[config.mk]
export PLATFORM = sky130hd
export DESIGN_NAME = instr_encoder
export DESIGN_NICKNAME = d
export VERILOG_FILES = /design/src/rtl/instr_encoder.sv
export SDC_FILE = /design/constraint.sdc
export NUM_CORES = 1
export LEC_CHECK = 0
export ABC_AREA = 1
export BUFFER_PORTS_ARGS = -buffer_cell sky130_fd_sc_hd__buf_2
export CAP_MARGIN = 20
export CORE_UTILIZATION = 52
export CTS_CLUSTER_SIZE = 40
export DETAILED_ROUTE_END_ITERATION = 7
export GPL_TIMING_DRIVEN = 0
export HOLD_SLACK_MARGIN = 0.02
export PLACE_DENSITY_LB_ADDON = 0.05
export SETUP_SLACK_MARGIN = 0.4
export SYNTH_ARGS = -nofsm -noshare
export SYNTH_HDL_FRONTEND = slang
export SYNTH_SLANG_ARGS = --single-unit
[constraint.sdc]
create_clock -name clk -period 3.64 [get_ports clk]
set_input_delay 0.364 -clock clk [delete_from_list [all_inputs] [get_ports clk]]
set_output_delay 0.364 -clock clk [all_outputs]
set_load 0.005 [all_outputs]
[src/rtl/instr_encoder.sv]
// RV32I instruction encoder feeding a 2-entry valid/ready FIFO with address tagging.
// Optional build macro IMM_RANGE_CHECK_EN drops requests whose immediate does not fit the format.
module instr_encoder #(
  parameter int          ADDR_W    = 12,
  parameter int unsigned BASE_ADDR = 0
) (
  input  logic              clk,
  input  logic              rst_n,
  input  logic              in_valid,
  output logic              in_ready,
  input  logic [2:0]        in_fmt,
  input  logic [2:0]        in_funct3,
  input  logic [4:0]        in_rd,
  input  logic [4:0]        in_rs1,
  input  logic [4:0]        in_rs2,
  input  logic [31:0]       in_imm,
  output logic              out_valid,
  input  logic              out_ready,
  output logic [31:0]       out_instr,
  output logic [ADDR_W-1:0] out_addr,
  input  logic              addr_clr,
  output logic              err_o
);

  typedef enum logic [2:0] {
    FMT_I     = 3'd0,
    FMT_S     = 3'd1,
    FMT_SB    = 3'd2,
    FMT_UJ    = 3'd3,
    FMT_JALR  = 3'd4,
    FMT_U     = 3'd5,
    FMT_AUIPC = 3'd6,
    FMT_ILL   = 3'd7
  } fmt_e;

  fmt_e              fmt;
  logic [31:0]       enc;
  logic              imm_ok;
  logic              accept;
  logic              push;
  logic              pop;
  logic [31:0]       mem [2];
  logic              rptr;
  logic              wptr;
  logic [1:0]        count;
  logic [ADDR_W-1:0] addr;

  assign fmt = fmt_e'(in_fmt);

  // NOTE: default assignment first so every path drives enc and no latch is inferred.
  always_comb begin
    enc = '0;
    unique case (fmt)
      FMT_I:     enc = {in_imm[11:0], in_rs1, in_funct3, in_rd, 7'b0010011};
      FMT_JALR:  enc = {in_imm[11:0], in_rs1, 3'b000, in_rd, 7'b1100111};
      FMT_S:     enc = {in_imm[11:5], in_rs2, in_rs1, in_funct3, in_imm[4:0], 7'b0100011};
      FMT_SB:    enc = {in_imm[12], in_imm[10:5], in_rs2, in_rs1, in_funct3,
                        in_imm[4:1], in_imm[11], 7'b1100011};
      FMT_UJ:    enc = {in_imm[20], in_imm[10:1], in_imm[11], in_imm[19:12], in_rd, 7'b1101111};
      FMT_U:     enc = {in_imm[31:12], in_rd, 7'b0110111};
      FMT_AUIPC: enc = {in_imm[31:12], in_rd, 7'b0010111};
      default:   enc = '0;
    endcase
  end

`ifdef IMM_RANGE_CHECK_EN
  logic signed [31:0] simm;
  assign simm = $signed(in_imm);

  always_comb begin
    imm_ok = 1'b1;
    unique case (fmt)
      FMT_I, FMT_S, FMT_JALR: imm_ok = (simm >= -32'sd2048) && (simm <= 32'sd2047);
      FMT_SB:    imm_ok = (simm >= -32'sd4096) && (simm <= 32'sd4094) && !in_imm[0];
      FMT_UJ:    imm_ok = (simm >= -32'sd1048576) && (simm <= 32'sd1048574) && !in_imm[0];
      FMT_U, FMT_AUIPC: imm_ok = (in_imm[11:0] == 12'd0);
      default:   imm_ok = 1'b1;
    endcase
  end
`else
  assign imm_ok = 1'b1;
`endif

  assign in_ready  = (count != 2'd2);
  assign out_valid = (count != 2'd0);
  assign accept    = in_valid && in_ready;
  assign push      = accept && (fmt != FMT_ILL) && imm_ok;
  assign pop       = out_valid && out_ready;
  assign out_addr  = addr;
  // Gating the head keeps out_instr at zero whenever the FIFO is empty.
  assign out_instr = out_valid ? mem[rptr] : '0;

  always_ff @(posedge clk or negedge rst_n) begin
    if (!rst_n) begin
      count <= '0;
      rptr  <= 1'b0;
      wptr  <= 1'b0;
      addr  <= ADDR_W'(BASE_ADDR);
      err_o <= 1'b0;
    end else begin
      err_o <= accept && !((fmt != FMT_ILL) && imm_ok);
      if (addr_clr) begin
        count <= '0;
        rptr  <= 1'b0;
        wptr  <= 1'b0;
        addr  <= ADDR_W'(BASE_ADDR);
      end else begin
        if (push) wptr <= ~wptr;
        if (pop) begin
          rptr <= ~rptr;
          addr <= addr + ADDR_W'(4);
        end
        count <= count + {1'b0, push} - {1'b0, pop};
      end
    end
  end

  // NOTE: storage is not reset; occupancy is tracked by count and the head is gated.
  always_ff @(posedge clk) begin
    if (push && !addr_clr) mem[wptr] <= enc;
  end

endmodule

## Word-level counts from Yosys, hierarchy flattened

Memories as Yosys holds them, arrays and structs flattened.
Index checks and enable logic that the tools add are counted.

- Flip-flop bits (word level): 17
- Memory bits (writable): 64
- Output and inout port bits: 47
- Word-level logic and storage cells: 41
- Memories kept: 1

Memory list:

| memory | words | width | rd ports | clocked after memory_dff | wr ports | RTL line | source |
|---|---|---|---|---|---|---|---|
| mem | 2 | 32 | 1 | 0 | 1 | 42 | `logic [31:0] mem [2];` |

- $add $sub $neg: 3
- Equality and inequality tests: 8
- Multiplexer cells: 11
- Bitwise gates (word level): 2
- Reductions and logical operators: 11

Operator list:

| operator | count |
|---|---|
| one-hot mux 32 bit (7 select lines) | 1 |
| two-way mux 32 bit | 1 |
| two-way mux 12 bit | 2 |
| adder 12 x 3 -> 12 bit (second input constant) | 1 |
| equality test 3 bit (second input constant) | 3 |
| equality test 3 x 2 -> 1 bit (second input constant) | 2 |
| two-way mux 1 bit | 6 |
| nonzero test 2 bit | 3 |
| logical AND 1 bit | 5 |
| equality test 3 x 1 -> 1 bit (second input constant) | 1 |
| logical NOT 3 bit | 1 |
| inequality test 3 bit (second input constant) | 1 |
| adder 2 x 1 -> 2 bit | 1 |
| logical NOT 1 bit | 2 |
| two-way mux 2 bit | 1 |
| inequality test 2 bit (second input constant) | 1 |
| inverter 1 bit | 2 |
| subtractor 2 x 1 -> 2 bit | 1 |

## Logic depth before layout (Yosys ltp)

Gate-level depths: netlist (run 1).

- Depth in word-level cells: 6
- Depth in mapped cells: 7

## Worst setup path before layout (run 1)

Ideal clock, no wire load.

- Path type: input -> register
- Start: input in_fmt[0]
- End: memory mem[0][10], enable pin
- Library setup time: 0.419 ns
- Arrival: 2.155 ns
- Data required time: 3.221 ns
- Path slack: 1.066 ns
- Stages on the path: 5
- Path through: nand2_4 > inv_2 > a21oi_2 > nand2_1 > nor2_1

- Cells in the longest elaborated chain, start to end: 5

RTL lines:

| element | RTL line | source |
|---|---|---|
| from (decl) | 11 | `input logic [2:0] in_fmt,` |
| inequality test 3 bit | 87 | `assign push = accept && (fmt != FMT_ILL) && imm_ok;` |
| logical AND 1 bit | 87 |  |
| logical AND 1 bit | 120 | `if (push && !addr_clr) mem[wptr] <= enc;` |
| two-way mux 1 bit | 120 |  |
| two-way mux 1 bit (not written as such) | 120 |  |
| to (decl) | 42 |  |

No other way between the ends.

## Worst setup path after layout (run 1)

- Start: register count[1]
- End: output out_instr[15]

- Cells in the longest elaborated chain, start to end: 2

RTL lines:

| element | RTL line | source |
|---|---|---|
| from (decl) | 45 | `logic [1:0] count;` |
| from (signal assigned) | 113 | `count <= count + {1'b0, push} - {1'b0, pop};` |
| nonzero test 2 bit | 85 | `assign out_valid = (count != 2'd0);` |
| two-way mux 32 bit | 91 | `assign out_instr = out_valid ? mem[rptr] : '0;` |
| to (decl) | 19 | `output logic [31:0] out_instr,` |

No other way between the ends.

==> results of run 1 <==
[synthesized netlist by cell type]
cell type / number
buf_6: 3
o21ai_2: 4
buf_4: 4
o21ai_4: 1
o21ai_1: 4
clkbuf_1: 8
nand2_4: 1
nor2_1: 16
a31oi_1: 1
a21oi_1: 39
nand3_1: 16
dfrtp_1: 15
inv_4: 2
xor2_1: 2
nor2_2: 1
nand3_4: 1
o22ai_1: 1
nand2_2: 1
inv_2: 2
buf_1: 2
nor2_4: 4
a21oi_2: 1
ha_1: 3
o21ai_0: 25
edfxtp_1: 62
buf_2: 1
conb_1: 1
nand2_1: 131
inv_1: 22
nand4_1: 6
[path summary, 6_finish.rpt]
check	cells after the start	start	endpoint	slack [ps]
max in group asynchronous	2	rst_n	rptr	2930
min reg2reg	2	out_addr[6]	out_addr[6]	540
min in group asynchronous	2	rst_n	out_addr[4]	450
max reg2reg	5	count[1]	mem[0][30]	1540
max	4	count[1]	out_instr[15]	1450
min	2	addr_clr	count[0]	190
[registers in the layout, indices dropped and copies added (netlist names)]
| register | flops |
|---|---|
| wptr | 1 |
| mem | 62 |
| err_o | 1 |
| count | 2 |
| rptr | 1 |
| out_addr | 10 |
[through the flow]
step | setup slack [ps] | cell area, µm² | hold WS (ps) | std cells | power, mW
2_1_floorplan | 1070 | 3680 | 68.4 | 381 | 1.51
3_3_place_gp | 59.4 | 4300 | 287 | 578 | 1.81
3_5_place_dp | 1320 | 4320 | 287 | 578 | 1.83
4_1_cts | 1440 | 4530 | 176 | 595 | 2.51
5_1_grt | 1310 | 4530 | 186 | 595 | 2.63
6_report | 1450 | 4530 | 193 | 595 | 2.49
[cells by family (layout without fill, tap and decap cells)]
kind of cell               after synthesis  in the layout  synth area share
buffers and inverters                   44            162            0.0569
AOI/OAI and AO/OA                       76             76             0.112
and+or+nand+nor                        177            177             0.206
adders and majority gates                3              3            0.0102
DFF                                     77             77             0.609
xor gates and xnor gates                 2              2           0.00477
other                                    1              2           0.00102
[power breakdown]
part / leakage (nW) / switching [mW] / internal, mW
sequential: 0.776 / 0.0373 / 1.05
clock: 0.0986 / 0.297 / 0.382
combinational: 1.17 / 0.459 / 0.264
[final cells by class]
type	count	area [µm²]
Fill cell	558	2260
Sequential cell	77	2240
Multi-Input combinational cell	260	1250
Timing Repair Buffer	102	515
Clock buffer	11	131
Tap cell	96	120
Buffer	18	106
Inverter	26	103
Clock inverter	5	75.1
[routing by layer]
metal	wire [µm]	part of all wire	vias up	global-route usage
li1	-	-	1510	-
met1	3820	0.44	1467	0.333
met2	4220	0.49	120	0.394
met3	463	0.054	9	0.0539
met4	108	0.013	0	0.0818
met5	0	0	-	0
[timing repair]
item | CTS | global route
buffers inserted | 0 | 0
hold buffers | 1 | 0
gates resized for setup | 0 | 0
endpoints found under the hold margin | 15 | 0
==> flow_summary.yaml, run 1 <==
cts:
  cts_tree: "built"
  root_buffer: "clkbuf_8"
  htreeDepth: 3
  numCtsBuffers: 9
  cts.sinks: 77
  clk_pin_slew_worst_paths_ps: 80
  clockBufferDepth: 2
  insertion_delay_ps: 340
critical_path:
  critical_path.top_delay_family: "buffers and inverters"
  crit_chain: "nor2_2 -> clkbuf_1 -> a21oi_1 -> buf_2"
  path_class: "register to output port"
  required_ps: 3280
  crit_fanout: 10
  crit_buf_inv: 2
  cp_slowest_stage_delay_ps: 440
  cp-start-kind: "register"
  end_kind: "output port"
  crit_path_top_delay_cell: "clkbuf_1"
  arrival_ps: 1830
floorplan:
  dieArea_um2: 7400
  start_util: 0.541
  fp.coreArea_um2: 6790
  ioPinCount: 105
  die_h_um: 86.1
  die_w_um: 86.1
  placementRows: 30
synthesis:
  yosysTopAreaCellShare: 0.507
  yosysUniqueCellTypes: 30
  postSynthCellCount: 380
  syn_avg_cell_area_um2: 9.67
  synth.area.top_cells: "edfxtp_1 (51%), nand2_1 (13%), dfrtp_1 (10%)"
  ys_warn_count: 0
  syn_area_um2: 3670
  yosysSeqAreaShare: 0.609
  post-synth-top-area-cell: "edfxtp_1"
  synth_seq_cells: 77
place:
  gp_congestion: 0.855
  port_buffers: 101
  hpwlAfterDp_mm: 6.08
final_layout:
  drive_gt1_frac: 0.283
  final_common_cell: "nand2_1"
  syn_to_final_growth_pct: 23.4
  diodes: 0
  fin_util: 0.667
  fin_nets: 555
  final_cell_mix: "nand2_1 (131), buf_2 (102), edfxtp_1 (62), a21oi_1 (39), o21ai_0 (25)"
drt:
  ant_nets: 0
  dr.pass1.iters: 5
  viasPerCell: 5.22
  wl_per_cell_um: 14.5
  wl_mm: 8.61
  drc: 0
  num_vias: 3106
  drtIter0Drc: 139
timing:
  tightest_slew_ps: 947
  relSlewSlack: 0.367
  period_needed_ps: 2190
  final.setup.tns_ps: 0
  finalClockSkew_ps: 9.50
  setup_viol: 0
  slew_viol_final: 0
  finalHoldViolations: 0
  max_freq_mhz: 456
  rsz0062_at_grt: "no"
  post-route-period-util: 0.602
power:
  power_density_nw_per_um2: 549
  p_leak_nw: 2.04
  ir_drop_v: 0.000274
global_route:
  grt_max_degree: 32
  grt-ovfl-total: 0
  grtUsageTotal: 0.245
  grt_pass1_wl_mm: 13.6
  antenna_found_initial: 0
  grt_pass1_vias: 2804
flow_run:
  maxCapViolCount: 0
worst_hold_path:
  worstHoldPathType: "input port to register"
status:
  outcome: "finished clean"
Note: power is estimated with default switching activity, not from simulation.
==> run 2, diff against run 1 <==
- CORE_UTILIZATION: 52 -> 47
- clock period: 3.64 -> 2.01 ns (I/O delays scaled with it)
==> run 2 against run 1 <==
Effect of this change:
- combinational power rose to 2.9 times the previous value
- hold slack got worse by 150 ps
- largest cell class unchanged
- critical endpoint is now out_instr[11]
- via count increased by 5.8%
- sequential cell count unchanged
==> flow_summary.yaml, run 2 (synthesis gave the netlist of run 1 again) <==
drt:
  wl_mm: 10.3
  num_vias: 3287
  dr.pass1.iters: 4
  viasPerCell: 5.20
  drtIter0Drc: 251
  ant_nets: 0
  drc: 0
  wl_per_cell_um: 16.2
final_layout:
  final_cell_count_no_fill: 632
  syn_to_final_growth_pct: 40.7
  diodes: 0
  drive_gt1_frac: 0.409
  finish.instance_area_um2: 5170
  final_common_cell: "nand2_1"
  final_cell_mix: "nand2_1 (120), buf_2 (102), edfxtp_1 (62), a21oi_1 (28), o21ai_0 (24)"
  fin_nets: 589
  fillCellCount: 593
  largest_reg_flops: 62
  fin_util: 0.698
  top_register: "mem"
cts:
  clk_pin_slew_worst_paths_ps: 80
  numCtsBuffers: 9
  insertion_delay_ps: 350
  cts_tree: "built"
  root_buffer: "clkbuf_8"
  clockBufferDepth: 2
  htreeDepth: 3
  cts.sinks: 77
place:
  dp_slack_ps: -111
  gp_congestion: 0.777
  port_buffers: 101
  dpl_cell_area_um2: 4340
  hpwlAfterDp_mm: 6.05
  dp_cells: 581
status:
  outcome: "finished clean"
critical_path:
  arrival_ps: 1530
  crit_fanout: 6
  cp-start-kind: "register"
  rr_worst_depth: 8
  end_kind: "output port"
  required_ps: 1810
  path_class: "register to output port"
worst_hold_path:
  worstHoldPathType: "input port to register"
  hold_path_depth: 2
global_route:
  grtUsageTotal: 0.237
  grt-ovfl-total: 0
  grt_pass1_vias: 2958
  antenna_found_initial: 0
  grt_pass1_wl_mm: 14.7
  grt_max_degree: 17
power:
  ir_drop_v: 0.000614
  power.total_mw: 5.32
  power_density_nw_per_um2: 1030
  p_leak_nw: 2.31
timing:
  relSlewSlack: 0.664
  period_needed_ps: 1730
  max_freq_mhz: 578
  final.setup.tns_ps: 0
  finalClockSkew_ps: 6.69
  setup_viol: 0
  rsz0062_at_grt: "yes"
  post-route-period-util: 0.860
  hold_slack_ps: 42.8
  layout_setup_ws_ps: 281
  tightest_slew_ps: 503
  finalHoldViolations: 0
  slew_viol_final: 0
floorplan:
  ioPinCount: 105
  placementRows: 31
  die_w_um: 90.4
  fp.coreArea_um2: 7410
  start_util: 0.496
  dieArea_um2: 8170
  die_h_um: 90.4
flow_run:
  maxCapViolCount: 0
[run 2: routing by layer]
layer  track usage  part of all wire
met5             0                 0
met4        0.0753             0.016
met3        0.0446             0.062
met2         0.382              0.50
met1         0.325              0.42
[run 2: power by group]
group          total, mW  internal [mW]  switching (mW)
Clock               1.20          0.611           0.586
Combinational       2.13           1.01            1.11
Sequential          2.00           1.90          0.0972
[run 2: area by class of cell]
type	count	area [µm²]	share of cell area
Timing Repair Buffer	134	903	0.175
Inverter	26	108	0.0208
Sequential cell	77	2240	0.433
Clock inverter	5	58.8	0.0114
Tap cell	99	124	0.0240
Multi-Input combinational cell	262	1400	0.271
Buffer	18	191	0.0370
Clock buffer	11	141	0.0274
[run 2: worst max-delay path, stage by stage, from the launching register on]
cell      delay (ps)
dfrtp_2          470
clkinv_4         100
buf_4            110
buf_6            120
nand2_1           70
a21oi_1          150
buf_2            150
[run 2: worst paths after layout]
| path | start | to | slack, ps |
|---|---|---|---|
| max in group asynchronous | rst_n | rptr | 1410 |
| min in group asynchronous | rst_n | out_addr[2] | 310 |
| hold / removal | addr_clr | count[0] | 40 |
| setup reg to reg | count[0] | mem[0][18] | 380 |
| setup / recovery | rptr | out_instr[11] | 280 |
| hold reg to reg | out_addr[6] | out_addr[6] | 540 |
[run 2: what timing repair did]
| action | in CTS | in global routing |
|---|---|---|
| pin swaps | 6 | 15 |
| resized for setup | 41 | 42 |
| setup buffers | 15 | 13 |
| cloned | 4 | 2 |
| setup endpoints to repair | 97 | 95 |
| hold endpoints to repair | 15 | 0 |
| hold buffers | 1 | 0 |
==> run 3, diff against run 2 <==
- CORE_UTILIZATION: 47 -> 38
- SETUP_SLACK_MARGIN: 0.4 -> not set
==> run 3 against run 2 <==
Effect of this change:
- utilization shrank 21 points
- global-route usage decreased by 4.0 points
- critical path depth shrank 2
- fmax decreased by 8.4%
- highest routed layer unchanged
==> flow_summary.yaml, run 3 (synthesis gave the netlist of run 1 again) <==
final_layout:
  fillCellCount: 934
  seqCellArea_um2: 2240
  multi_input_area_um2: 1270
  final_cell_count_no_fill: 630
  diodes: 0
  drive_gt1_frac: 0.299
  final_common_cell: "nand2_1"
  fin_nets: 558
  fin_util: 0.491
  largest_reg_flops: 62
  final_cell_mix: "nand2_1 (131), buf_2 (104), edfxtp_1 (62), a21oi_1 (39), o21ai_0 (25)"
  top_register: "mem"
  syn_to_final_growth_pct: 24.1
global_route:
  grtUsageTotal: 0.197
  grt-ovfl-total: 0
  grt_pass1_vias: 2830
  grt_max_degree: 17
  grt_pass1_wl_mm: 14.7
  use_met3: 0.0334
  top_usage_layer: "met2"
  gr-usage-met1: 0.271
  gr-usage-met2: 0.320
  antenna_found_initial: 0
flow_run:
  maxCapViolCount: 0
cts:
  clk_pin_slew_worst_paths_ps: 80
  cts.sinks: 77
  post_cts_buffers: 0
  htreeDepth: 3
  root_buffer: "clkbuf_8"
  clockBufferDepth: 2
  insertion_delay_ps: 340
  cts_tree: "built"
  numCtsBuffers: 9
drt:
  dr.pass1.iters: 4
  wl_mm: 9.45
  ant_nets: 0
  wl_per_cell_um: 15.0
  num_vias: 3084
  viasPerCell: 4.90
  drtIter0Drc: 106
  drc: 0
critical_path:
  crit_chain: "nor2_2 -> clkbuf_2 -> a21oi_1 -> buf_2"
  worstSetupPathDepth: 4
  cp_slowest_stage_delay_ps: 430
  crit_fanout: 10
  r2r_slack_ps: 150
  cp-start-kind: "register"
  critical_path.top_delay_family: "buffers and inverters"
  arrival_ps: 1690
  crit_path_start: "count[1]"
  crit_path_top_delay_cell: "dfrtp_1"
  r2r-start: "count[1]"
  rr_worst_depth: 5
  critPathCapture: "out_instr[20]"
  path_class: "register to output port"
  crit_buf_inv: 2
  r2r_end: "mem[0][30]"
  end_kind: "output port"
  required_ps: 1810
place:
  hpwlAfterDp_mm: 6.47
  port_buffers: 101
  dp_slack_ps: -129
  dp_cells: 611
  gp_congestion: 0.843
timing:
  period_needed_ps: 1890
  rsz0062_at_grt: "yes"
  post-route-period-util: 0.939
  setup_viol: 0
  tightest_slew_ps: 590
  hold_slack_ps: 139
  relSlewSlack: 0.607
  layout_setup_ws_ps: 123
  slew_viol_final: 0
  max_freq_mhz: 530
  finalClockSkew_ps: 12.4
  finalHoldViolations: 0
floorplan:
  die_h_um: 100
  ioPinCount: 105
  fp.coreArea_um2: 9280
  placementRows: 35
  start_util: 0.396
  die_w_um: 100
  dieArea_um2: 10100
worst_hold_path:
  worstHoldPathType: "input port to register"
  min_from: "in_valid"
status:
  outcome: "finished clean"
power:
  ir_drop_v: 0.000396
  power_density_nw_per_um2: 943
  p_leak_nw: 2.05
## run 3: cell types whose count changed in the layout (fill, tap and decap cells not counted), moves of 4 or more
| cell | delta |
|---|---|
| buf_4 | -14 |
| buf_12 | -6 |
| inv_1 | +4 |
| buf_6 | -11 |
| a21oi_1 | +11 |
| clkbuf_2 | +6 |
| clkbuf_8 | -5 |
| a21oi_2 | -10 |
| nand2_4 | -5 |
| nand2_1 | +11 |
| nand2_2 | -6 |
## run 3: area by class of cell
type	instances	area share
clock buffers	12	0.0296
plain buffers	18	0.0255
repair buffers	103	0.115
inverters	26	0.0225
flip-flops and latches	77	0.491
multi-input cells	262	0.278
well taps	129	0.0354
clock inverters	3	0.00302
## run 3: worst min-delay path by stage
| stage | end | slack, ps | cells past startpoint |
|---|---|---|---|
| finish | err_o | 140 | 3 |
| floorplan | count[0] | -90 | 0 |
| global route | mem[0][28] | 150 | 3 |
| global placement | err_o | 130 | 1 |
| CTS | err_o | 130 | 3 |
| detailed placement | err_o | 140 | 1 |
## run 3: power by group
| part | internal [mW] | switching [mW] | total (mW) |
|---|---|---|---|
| Sequential | 1.90 | 0.0710 | 1.97 |
| Clock | 0.435 | 0.522 | 0.957 |
| Combinational | 0.499 | 0.875 | 1.37 |
| Total | 2.83 | 1.47 | 4.30 |
## run 3: repair_timing
| action | CTS | global route |
|---|---|---|
| hold endpoints to repair | 16 | 0 |
| gates cloned | 2 | 0 |
| hold buffers | 2 | 0 |
| gates resized for setup | 8 | 4 |
| pin swaps | 1 | 1 |
| setup endpoints to repair | 87 | 31 |
## run 3: routing by layer
metal  wire length, µm  vias to the layer above  share of wire
li1                  -                     1518              -
met1              4300                     1446           0.46
met2              4440                      112           0.47
met3               614                        8          0.065
met4                93                        0         0.0098
met5                 0                        -              0
## run 3: through the flow
step	total power, mW	cell area (µm²)	setup TNS, ps
6_report	4.30	4560	0
5_1_grt	4.57	4560	-0.802
3_3_place_gp	3.36	4360	-7530
4_1_cts	4.36	4560	0
3_5_place_dp	3.37	4360	-7480
2_1_floorplan	2.75	3690	0
## run 3: tightest hold or removal path, stage by stage
cell and delay, ps:
buf_2 100, nand2_1 90, nor2_1 50
